==> config.mk <==
export PLATFORM = sky130hd
export DESIGN_NAME = sig_src_fade_mux
export DESIGN_NICKNAME = d
export VERILOG_FILES = /design/src/rtl/sig_src_fade_mux.sv
export SDC_FILE = /design/constraint.sdc
export NUM_CORES = 1
export LEC_CHECK = 0
export CAP_MARGIN = 10
export CORE_ASPECT_RATIO = 0.6
export CORE_MARGIN = 5
export CORE_UTILIZATION = 53
export DETAILED_ROUTE_END_ITERATION = 8
export HOLD_SLACK_MARGIN = 0.05
export PLACE_DENSITY = 0.95
export SYNTH_ARGS = -nofsm -noshare
export SYNTH_HDL_FRONTEND = slang
export SYNTH_SLANG_ARGS = --single-unit
==> constraint.sdc <==
create_clock -name clk -period 13.2 [get_ports clk]
set_input_delay 1.32 -clock clk [delete_from_list [all_inputs] [get_ports clk]]
set_output_delay 1.32 -clock clk [all_outputs]
set_load 0.03 [all_outputs]
==> src/rtl/sig_src_fade_mux.sv <==
// sig_src_fade_mux: N-source sample selector with a
// linear gain ramp (fade-out, then fade-in) on source change.
module sig_src_fade_mux #(
  parameter int WIDTH      = 16,
  parameter int N_SRC      = 8,
  parameter int FADE_SHIFT = 4,
  localparam int SEL_W     = (N_SRC > 2) ? $clog2(N_SRC) : 1
) (
  input  logic                   clk,
  input  logic                   rst_n,
  input  logic [SEL_W-1:0]       sel_i,
  input  logic [N_SRC*WIDTH-1:0] d_i,
  input  logic                   valid_i,
  output logic [WIDTH-1:0]       y_o,
  output logic                   valid_o,
  output logic                   busy_o,
  output logic [SEL_W-1:0]       cur_sel_o
);

  localparam int GW = FADE_SHIFT + 1;
  localparam int PW = WIDTH + FADE_SHIFT + 1;
  localparam logic [GW-1:0] FULL = GW'(1) << FADE_SHIFT;

  typedef enum logic [1:0] {
    RUN      = 2'd0,
    FADE_OUT = 2'd1,
    FADE_IN  = 2'd2,
    MUTE     = 2'd3
  } state_t;

  state_t            state, state_n;
  logic [GW-1:0]     g, g_n;
  logic [SEL_W-1:0]  cur_sel, cur_n;
  logic              in_rng, mis;
  logic [WIDTH-1:0]  samp;
  logic signed [PW-1:0] samp_x, g_x, prod;
  logic [WIDTH-1:0]  y_n;

  assign in_rng = int'(sel_i) < N_SRC;
  assign mis    = (sel_i != cur_sel) || !in_rng;

  always_comb begin
    samp = '0;
    for (int k = 0; k < N_SRC; k++) begin
      if (cur_sel == SEL_W'(k))
        samp = d_i[k*WIDTH +: WIDTH];
    end
  end

  // g never exceeds FULL, so the shifted product fits WIDTH
  assign samp_x = PW'($signed(samp));
  assign g_x    = PW'({1'b0, g});
  assign prod   = samp_x * g_x;
  assign y_n    = WIDTH'(prod >>> FADE_SHIFT);

  always_ff @(posedge clk) begin
    if (!rst_n) begin
      state   <= FADE_IN;
      g       <= '0;
      cur_sel <= '0;
      y_o     <= '0;
      valid_o <= 1'b0;
    end else begin
      state   <= state_n;
      g       <= g_n;
      cur_sel <= cur_n;
      valid_o <= valid_i;
      if (valid_i)
        y_o <= y_n;
    end
  end

  always_comb begin
    state_n = state;
    g_n     = g;
    cur_n   = cur_sel;
    if (valid_i) begin
      case (state)
        RUN: begin
          if (mis)
            state_n = FADE_OUT;
        end
        FADE_OUT: begin
          if (sel_i == cur_sel) begin
            state_n = FADE_IN;
          end else if (g == '0) begin
            if (in_rng) begin
              cur_n   = sel_i;
              state_n = FADE_IN;
            end else begin
              state_n = MUTE;
            end
          end else begin
            g_n = g - GW'(1);
          end
        end
        FADE_IN: begin
          if (mis)
            state_n = FADE_OUT;
          else if (g == FULL)
            state_n = RUN;
          else
            g_n = g + GW'(1);
        end
        MUTE: begin
          if (in_rng) begin
            cur_n   = sel_i;
            state_n = FADE_IN;
          end
        end
        default: state_n = FADE_IN;
      endcase
    end
  end

  always_comb begin
    busy_o    = (state != RUN);
    cur_sel_o = cur_sel;
  end

endmodule
**After elaboration in Yosys (flattened, before gate mapping)**

Cells that the tools add are included.

- Output and inout port bits: 21
- Logic and storage cells: 60
- Input port bits: 134
- Register bits after elaboration: 27

- Add/sub/neg operators: 2
- Equal/unequal tests: 21
- Muxes and demuxes: 22
- $mul: 1
- Reductions and logical operators: 9

Operators with widths:

| kind | count |
|---|---|
| 16-bit 2-to-1 mux | 8 |
| 16-bit by 6-bit multiplier with 20-bit output | 1 |
| 5-bit 2-to-1 mux | 4 |
| 3-bit == test, second input constant | 4 |
| 2-bit inequality test, second input constant | 6 |
| 2-bit 2-to-1 mux | 5 |
| 5-bit case mux with 2 select lines | 1 |
| 2-bit case mux with 4 select lines | 1 |
| 4-bit AND reduction | 2 |
| 3-bit by 2-bit == test with 1-bit output, second input constant | 2 |
| 3-bit 2-to-1 mux | 2 |
| 3-bit inequality test, second input constant | 2 |
| 3-bit case mux with 2 select lines | 1 |
| 6-bit AND reduction | 1 |
| 2-bit nonzero test | 3 |
| 5-bit by 1-bit adder with 5-bit output, second input constant | 1 |
| 5-bit == test, second input constant | 1 |
| 5-bit logical NOT | 1 |
| 5-bit by 1-bit subtractor with 5-bit output, second input constant | 1 |
| 2-bit == test, second input constant | 2 |
| 3-bit by 1-bit == test with 1-bit output, second input constant | 1 |
| 3-bit == test | 1 |
| 3-bit logical NOT | 1 |
| 3-bit inequality test | 1 |
| 2 further kinds | 2 |

**Longest topological paths before layout**

Gate-level depths: netlist of the first run.

- Depth after elaboration: 10
- Mapped depth: 25
- Mapped depth without buffers: 22

**Worst setup path after synthesis of the first run**

Ideal clock, no wire load.

- Kind: input to register
- From: input port d_i[35]
- To: register y_o[13]
- Path slack: 7653 ps
- Data arrival time: 5424 ps
- Setup time: 123 ps
- Cell stages on the path: 21
- Cells stage by stage: mux2i_1 -> nor2_1 -> a211oi_1 -> a31oi_1 -> a221oi_1 -> a21oi_1 -> and2_1 -> fa_1 -> inv_1 -> fa_1 -> fa_1 -> inv_1 -> ha_1 -> a21o_1 -> a21oi_1 -> o21ai_0 -> and4_1 -> o21ai_0 -> a21boi_0 -> xnor2_1 -> o21ai_0

- Word-level cells in the longest chain between the ends: 7

Ends and longest elaborated chain:

| what | RTL line | source |
|---|---|---|
| start: declaration | 12 | `input logic [N_SRC*WIDTH-1:0] d_i,` |
| 16-bit 2-to-1 mux (6 in series) | 45 | `if (cur_sel == SEL_W'(k))` |
| 16-bit by 6-bit multiplier with 20-bit output | 53 | `assign prod = samp_x * g_x;` |
| end signal: assignment | 69 | `y_o <= y_n;` |
| end: declaration | 14 | `output logic [WIDTH-1:0] y_o,` |

Every way passes these cells.
A chain may end at the register's enable or synchronous reset.

**Worst setup path in the final report of the first run**

- From: input port d_i[3]
- To: register y_o[13]

- Word-level cells in the longest chain between the ends: 9

Ends and longest elaborated chain:

| what | RTL line |
|---|---|
| 16-bit 2-to-1 mux (8 in series) | 45 |
| 16-bit by 6-bit multiplier with 20-bit output | 53 |

Every way passes these cells.

==> results of run 1 <==
layout by cell type (no fill, tap or decap), types with 4 or more instances in the layout:
| cell | Yosys | routed |
|---|---|---|
| clkdlybuf4s50_1 | 0 | 154 |
| inv_1 | 87 | 87 |
| fa_1 | 47 | 47 |
| nor2b_1 | 44 | 44 |
| ha_1 | 41 | 41 |
| nor2_1 | 40 | 40 |
| and2_1 | 35 | 35 |
| nand2_1 | 31 | 31 |
| mux2i_1 | 27 | 27 |
| a21oi_1 | 27 | 27 |
| dfxtp_1 | 27 | 26 |
| xnor2_1 | 21 | 21 |
| o21ai_0 | 20 | 20 |
| mux4_2 | 15 | 15 |
| o211ai_1 | 9 | 9 |
| nand3_1 | 9 | 9 |
| a21o_1 | 7 | 7 |
| mux2_2 | 5 | 5 |
| a22oi_1 | 5 | 5 |
| xor2_1 | 5 | 5 |
| nand2b_1 | 4 | 4 |
| a211oi_1 | 4 | 4 |
| nor3_1 | 4 | 4 |
| buf_4 | 0 | 4 |
state kept, by name, summed over array words and instances, names as in the netlist:
| register | count |
|---|---|
| valid_o | 1 |
| g | 5 |
| y_o | 16 |
| state | 2 |
| cur_sel_o | 3 |
metrics by stage:
step                      instances  setup WS [ns]
after floorplan                 578           7.65
after global placement          838           6.73
after detailed placement        838           6.43
after CTS                       842           6.69
after global routing            842           6.21
final                           842           6.65
critical path, delay by kind of cell:
kind / cells / cell delay (ns)
simple gates: 3 / 0.51
mux: 1 / 0.12
fa+ha+maj: 4 / 1.90
compound gates: 10 / 2.25
xor+xnor: 1 / 0.16
buf+inv: 3 / 0.49
per-layer routing:
layer	vias up	GRT usage [%]	share of wire, %
met2	177	51.1	52
met5	-	0	0
met3	41	5.57	5.9
met1	2303	31.6	39
li1	2176	-	-
met4	0	8.69	2.7
worst paths after layout:
kind / start / end / slack [ns] / depth (start not counted)
worst min register to register: y_o[12] / y_o[12] / 0.47 / 2
worst min-delay path: y_o[12] / y_o[12] / 0.47 / 2
worst max register to register: cur_sel_o[1] / y_o[13] / 7.24 / 22
worst max-delay path: d_i[3] / y_o[13] / 6.65 / 22
logic make-up after synthesis:
| kind of cell | count (synthesis) |
|---|---|
| simple gates | 179 |
| buf+inv | 116 |
| compound gates | 90 |
| fa+ha+maj | 88 |
| mux | 52 |
| flops | 27 |
| xor+xnor | 26 |
layout make-up:
type	count	area (um2)
multi-input combinational	435	3980
fill	663	2490
timing repair buffer	158	1570
sequential	27	542
inverter	88	330
tap	130	163
clock buffer	3	75.1
clock inverter	1	5.00
power by group through the flow:
stage	Combinational, mW	Sequential (mW)	Clock, mW
CTS	0.360	0.115	0.0722
finish	0.360	0.115	0.0708
global route	0.401	0.117	0.0772
detailed placement	0.357	0.116	0
global placement	0.334	0.115	0
floorplan	0.227	0.124	0
==> qor.yml, run 1 <==
status: "finished, final reports clean"
stdcell_area_um2: 6660
grt_start_max_net_pins: 41
ys.flop_type: "dfxtp_1"
clockPowerShare_pct: 13.0
io_buffers: 154
vias: 4697
layout_min_cycle_time_ns: 6.55
switching_power_mw: 0.238
synth_edf_count: 0
finalClockSkew_ns: 0.00428
swShare_pct: 43.6
grt_pass1_vias: 5321
slew_headroom_pct: 45.3
clk_latency_ns: 0.27
num_rows: 27
postRouteAntennaNets: 0
synth_top_area_share_pct: 19.0
synth_xor_area_share_pct: 4.59
wirelength_mm: 15.4
core_area_um2: 9160
crit_fanout: 5
dpl_cell_area_um2: 6580
cp.arrival_ns: 6.74
grt_pass1_wl_mm: 25.4
grt_overflow: 0
crit_required_ns: 13.39
cts_hold_buf: 0
h-tree-depth: 1
fp.dieArea_um2: 11500
clockRootBuffer: "clkbuf_16"
cts_made_buffers: 3
endpoint_kind: "flip-flop"
antenna_found_initial: 0
synth_top_family_by_area: "adder cells"
seqPwrFrac_pct: 21.1
via_per_inst: 5.58
ys_warn_count: 0
yosys.area.top_type: "fa_1"
p_int_mw: 0.308
synth.area.mux_share_pct: 15.5
drtIter0Drc: 338
setup_tns_ns: 0
dp_hpwl_mm: 13.0
num_antenna_cells: 0
min_period_over_period_pct: 49.6
syn_inst: 578
cts_tree: "built"
synthTopCellsByArea: "fa_1 19%, dfxtp_1 11%, ha_1 10%"
initial_core_util_pct: 54.2
die_w_um: 135
drtPass1Iterations: 5
synth.avg_cell_area_um2: 8.59
post_cts_resize_count: 0
final_hold_viol_count: 0
tightest_slew_ns: 0.818
slowest_stage: "fa_1"
synth.most_common_cell: "inv_1"
yosys.area_share.simple_pct: 19.2
drc: 0
cp_slowest_stage_delay_ns: 0.55
power_density_nw_per_um2: 82.0
syn_area_um2: 4960
grt_use_total_pct: 27.4
cp_cell_sequence: "clkdlybuf4s50_1 > mux2i_1 > nor2_1 > a211oi_1 > a31oi_1 > a221oi_1 > a21oi_1 > and2_1 > fa_1 > inv_1 > fa_1 > fa_1 > inv_1 > ha_1 > a21o_1 > a21oi_1 > o21ai_0 > and4_1 > o21ai_0 > a21boi_0 > xnor2_1 > o21ai_0"
finalNetCount: 935
cp-start-kind: "input port"
io_pins: 155
cts.clk_slew.worst_paths_ns: 0.07
areaGrowthSynthToFinish_pct: 34.2
leakagePower_nw: 2.93
gp_congestion: 0.849
yosysSeqAreaShare_pct: 10.9
rsz0062_at_grt: "no"
synth_cell_type_count: 50
synth_fa_ha_area_share_pct: 29.3
synth_compound_area_share_pct: 11.5
synthTopCellsByCount: "87 x inv_1, 47 x fa_1, 44 x nor2b_1"
finalMaxSlewViolations: 0
syn_nets: 800
wl_per_cell_um: 18.3
fp.dieH_um: 85.0
utilization_pct: 72.8
peakVddDrop_mv: 0.0903
clockBufferDepth: 2
power_mw: 0.547
hold_class: "flip-flop to flip-flop"
async_flop_share_pct: 0
finalSetupViolCount: 0
numClockSinks: 27
crit_type: "input port to flip-flop"
cts_setup_buffers: 0
holdWs_ns: 0.472
ys_seq_elements: 27
combPwrFrac_pct: 66.0
drv_cap: 0
max_freq_ghz: 0.153
drive_gt1_share_pct: 5.20
Power figures use the tool's default switching activity.
==> run 2: changes to the inputs <==
Settings changed: CORE_UTILIZATION 53 to 44, PLACE_DENSITY 0.95 to 0.9.
Clock period 13.2 ns to 5.7 ns, I/O delays scaled along.
==> run 2 against run 1 <==
  * Routed wire length is 12% lower
  * Non-clock buffer count grew 15
  * Worst setup slack worse by 6.2 ns
  * Combinational power grew 120%
  * Register-to-register slack got worse by 6.8 ns
  * Clock skew increased by 0.0049 ns
  * Die area up 18%
  * Critical endpoint unchanged
  * Largest cell class unchanged
==> qor.yml, run 2 (synthesis results as in run 1) <==
rsz0062_at_grt: "no"
drtIter0Drc: 187
dp_hpwl_mm: 11.9
crit_type: "input port to flip-flop"
regMostFlops: "y_o"
layout_min_cycle_time_ns: 5.26
crit_buf_inv: 3
r2r-start: "cur_sel_o[2]"
crit_top_cell: "fa_1"
num-fill-cells: 903
areaGrowthSynthToFinish_pct: 36.8
endpoint_kind: "flip-flop"
final_common_cell: "clkdlybuf4s50_1"
hold_class: "flip-flop to flip-flop"
cp_slowest_stage_delay_ns: 0.54
slowest_stage: "fa_1"
power_mw: 1.24
cts_hold_buf: 0
antenna_found_initial: 0
fp.dieH_um: 92.3
initial_core_util_pct: 44.5
largest_register_ffs: 16
register_area_um2: 544
holdPathStages: 2
wirelength_mm: 13.6
cts_tree: "built"
cp_cell_sequence: "clkdlybuf4s50_1 > mux2i_1 > nor2_1 > a211oi_1 > a31oi_1 > a221oi_1 > a21oi_1 > and2_1 > fa_1 > inv_1 > fa_1 > fa_1 > inv_1 > ha_1 > a21o_1 > a21oi_1 > o21ai_0 > and4_1 > o21ai_1 > a21boi_0 > xnor2_1 > o21ai_0"
max_freq_ghz: 0.190
min_period_over_period_pct: 92.4
finalSetupViolCount: 0
tightest_slew_ns: 0.856
cp.arrival_ns: 5.46
setup_tns_ns: 0
cp-endpoint: "y_o[13]"
num_antenna_cells: 0
drc: 0
setup_ws_ns: 0.435
worstRegToRegCells: 19
finalNetCount: 950
leakagePower_nw: 3.00
cp.depth: 22
dp_slack_ns: 0.107
peakVddDrop_mv: 0.142
via_per_inst: 5.15
reg2reg_slack_ns: 0.48
reg2reg_to: "y_o[15]"
power_density_nw_per_um2: 183
cp_top_family: "adder cells"
cts_made_buffers: 3
final_hold_viol_count: 0
drtPass1Iterations: 5
multi_input_area_um2: 3980
fp.dieArea_um2: 13600
clockBufferDepth: 2
drv_cap: 0
crit_required_ns: 5.89
num_rows: 30
layout_common_cells: "154 x clkdlybuf4s50_1, 87 x inv_1, 47 x fa_1, 44 x nor2b_1, 41 x ha_1"
gp_congestion: 0.858
post_cts_resize_count: 0
crit_fanout: 5
cts_setup_buffers: 0
grt_overflow: 0
vias: 4487
slew_headroom_pct: 42.8
core_area_um2: 11100
wl_per_cell_um: 15.6
grt_pass1_wl_mm: 22.7
io_buffers: 154
status: "finished, final reports clean"
h-tree-depth: 1
utilization_pct: 60.9
cts.clk_slew.worst_paths_ns: 0.07
drive_gt1_share_pct: 7.02
grt_start_max_net_pins: 22
clk_latency_ns: 0.27
finalMaxSlewViolations: 0
cp-start-kind: "input port"
postRouteAntennaNets: 0
finalClockSkew_ns: 0.00916
grt_use_total_pct: 20.5
io_pins: 155
numClockSinks: 27
die_w_um: 147
grt_pass1_vias: 4661
clockRootBuffer: "clkbuf_16"
cp-startpoint: "d_i[35]"
## run 2: changes by cell type in the layout (fill, tap and decap cells not counted)
| cell | change |
|---|---|
| buf_4 | +15 |
| clkbuf_1 | +1 |
| clkinv_2 | -1 |
| dfxtp_2 | -1 |
| dfxtp_4 | +1 |
| o21ai_0 | -1 |
| o21ai_1 | +1 |
## run 2: worst min-delay path by stage
stage                  start  endpoint  slack [ns]
detailed placement   y_o[12]   y_o[12]        0.46
global route         y_o[12]   y_o[12]        0.50
floorplan           state[0]  state[0]        0.51
CTS                  y_o[12]   y_o[12]        0.47
finish               y_o[12]   y_o[12]        0.47
global placement     y_o[12]   y_o[12]        0.45
## run 2: worst register-to-register path, delay by kind of cell, from the launching register on
kind,cells,cell delay [ns]
mux,1,0.21
fa+ha+maj,4,1.83
compound gates,7,1.12
flops,1,0.53
buf+inv,3,0.18
simple gates,4,1.21
## run 2: layer usage
metal / wire [um] / vias to the layer above / GRT usage (%)
li1: - / 2214 / -
met1: 6470 / 2161 / 28.5
met2: 6290 / 101 / 34.3
met3: 767 / 11 / 3.85
met4: 87 / 0 / 2.25
met5: 0 / - / 0
## run 2: power breakdown
group	internal, mW	total, mW	leakage, nW	switching [mW]
Combinational	0.404	0.806	2.74	0.402
Sequential	0.219	0.268	0.221	0.0489
Clock	0.0961	0.167	0.0382	0.0713
## run 2: per-stage QoR
step	hold slack, ns	instances	area [um2]
2_1_floorplan	0.510	578	4960
3_3_place_gp	0.454	867	6710
3_5_place_dp	0.460	867	6710
4_1_cts	0.473	871	6790
5_1_grt	0.502	871	6790
6_report	0.470	871	6790
## run 2: final cells by class
cell class | count | share of cell area [%]
Clock buffer | 4 | 1.16
Inverter | 88 | 4.86
Multi-Input combinational cell | 435 | 58.5
Sequential cell | 27 | 8.01
Tap cell | 144 | 2.65
Timing Repair Buffer | 173 | 24.8
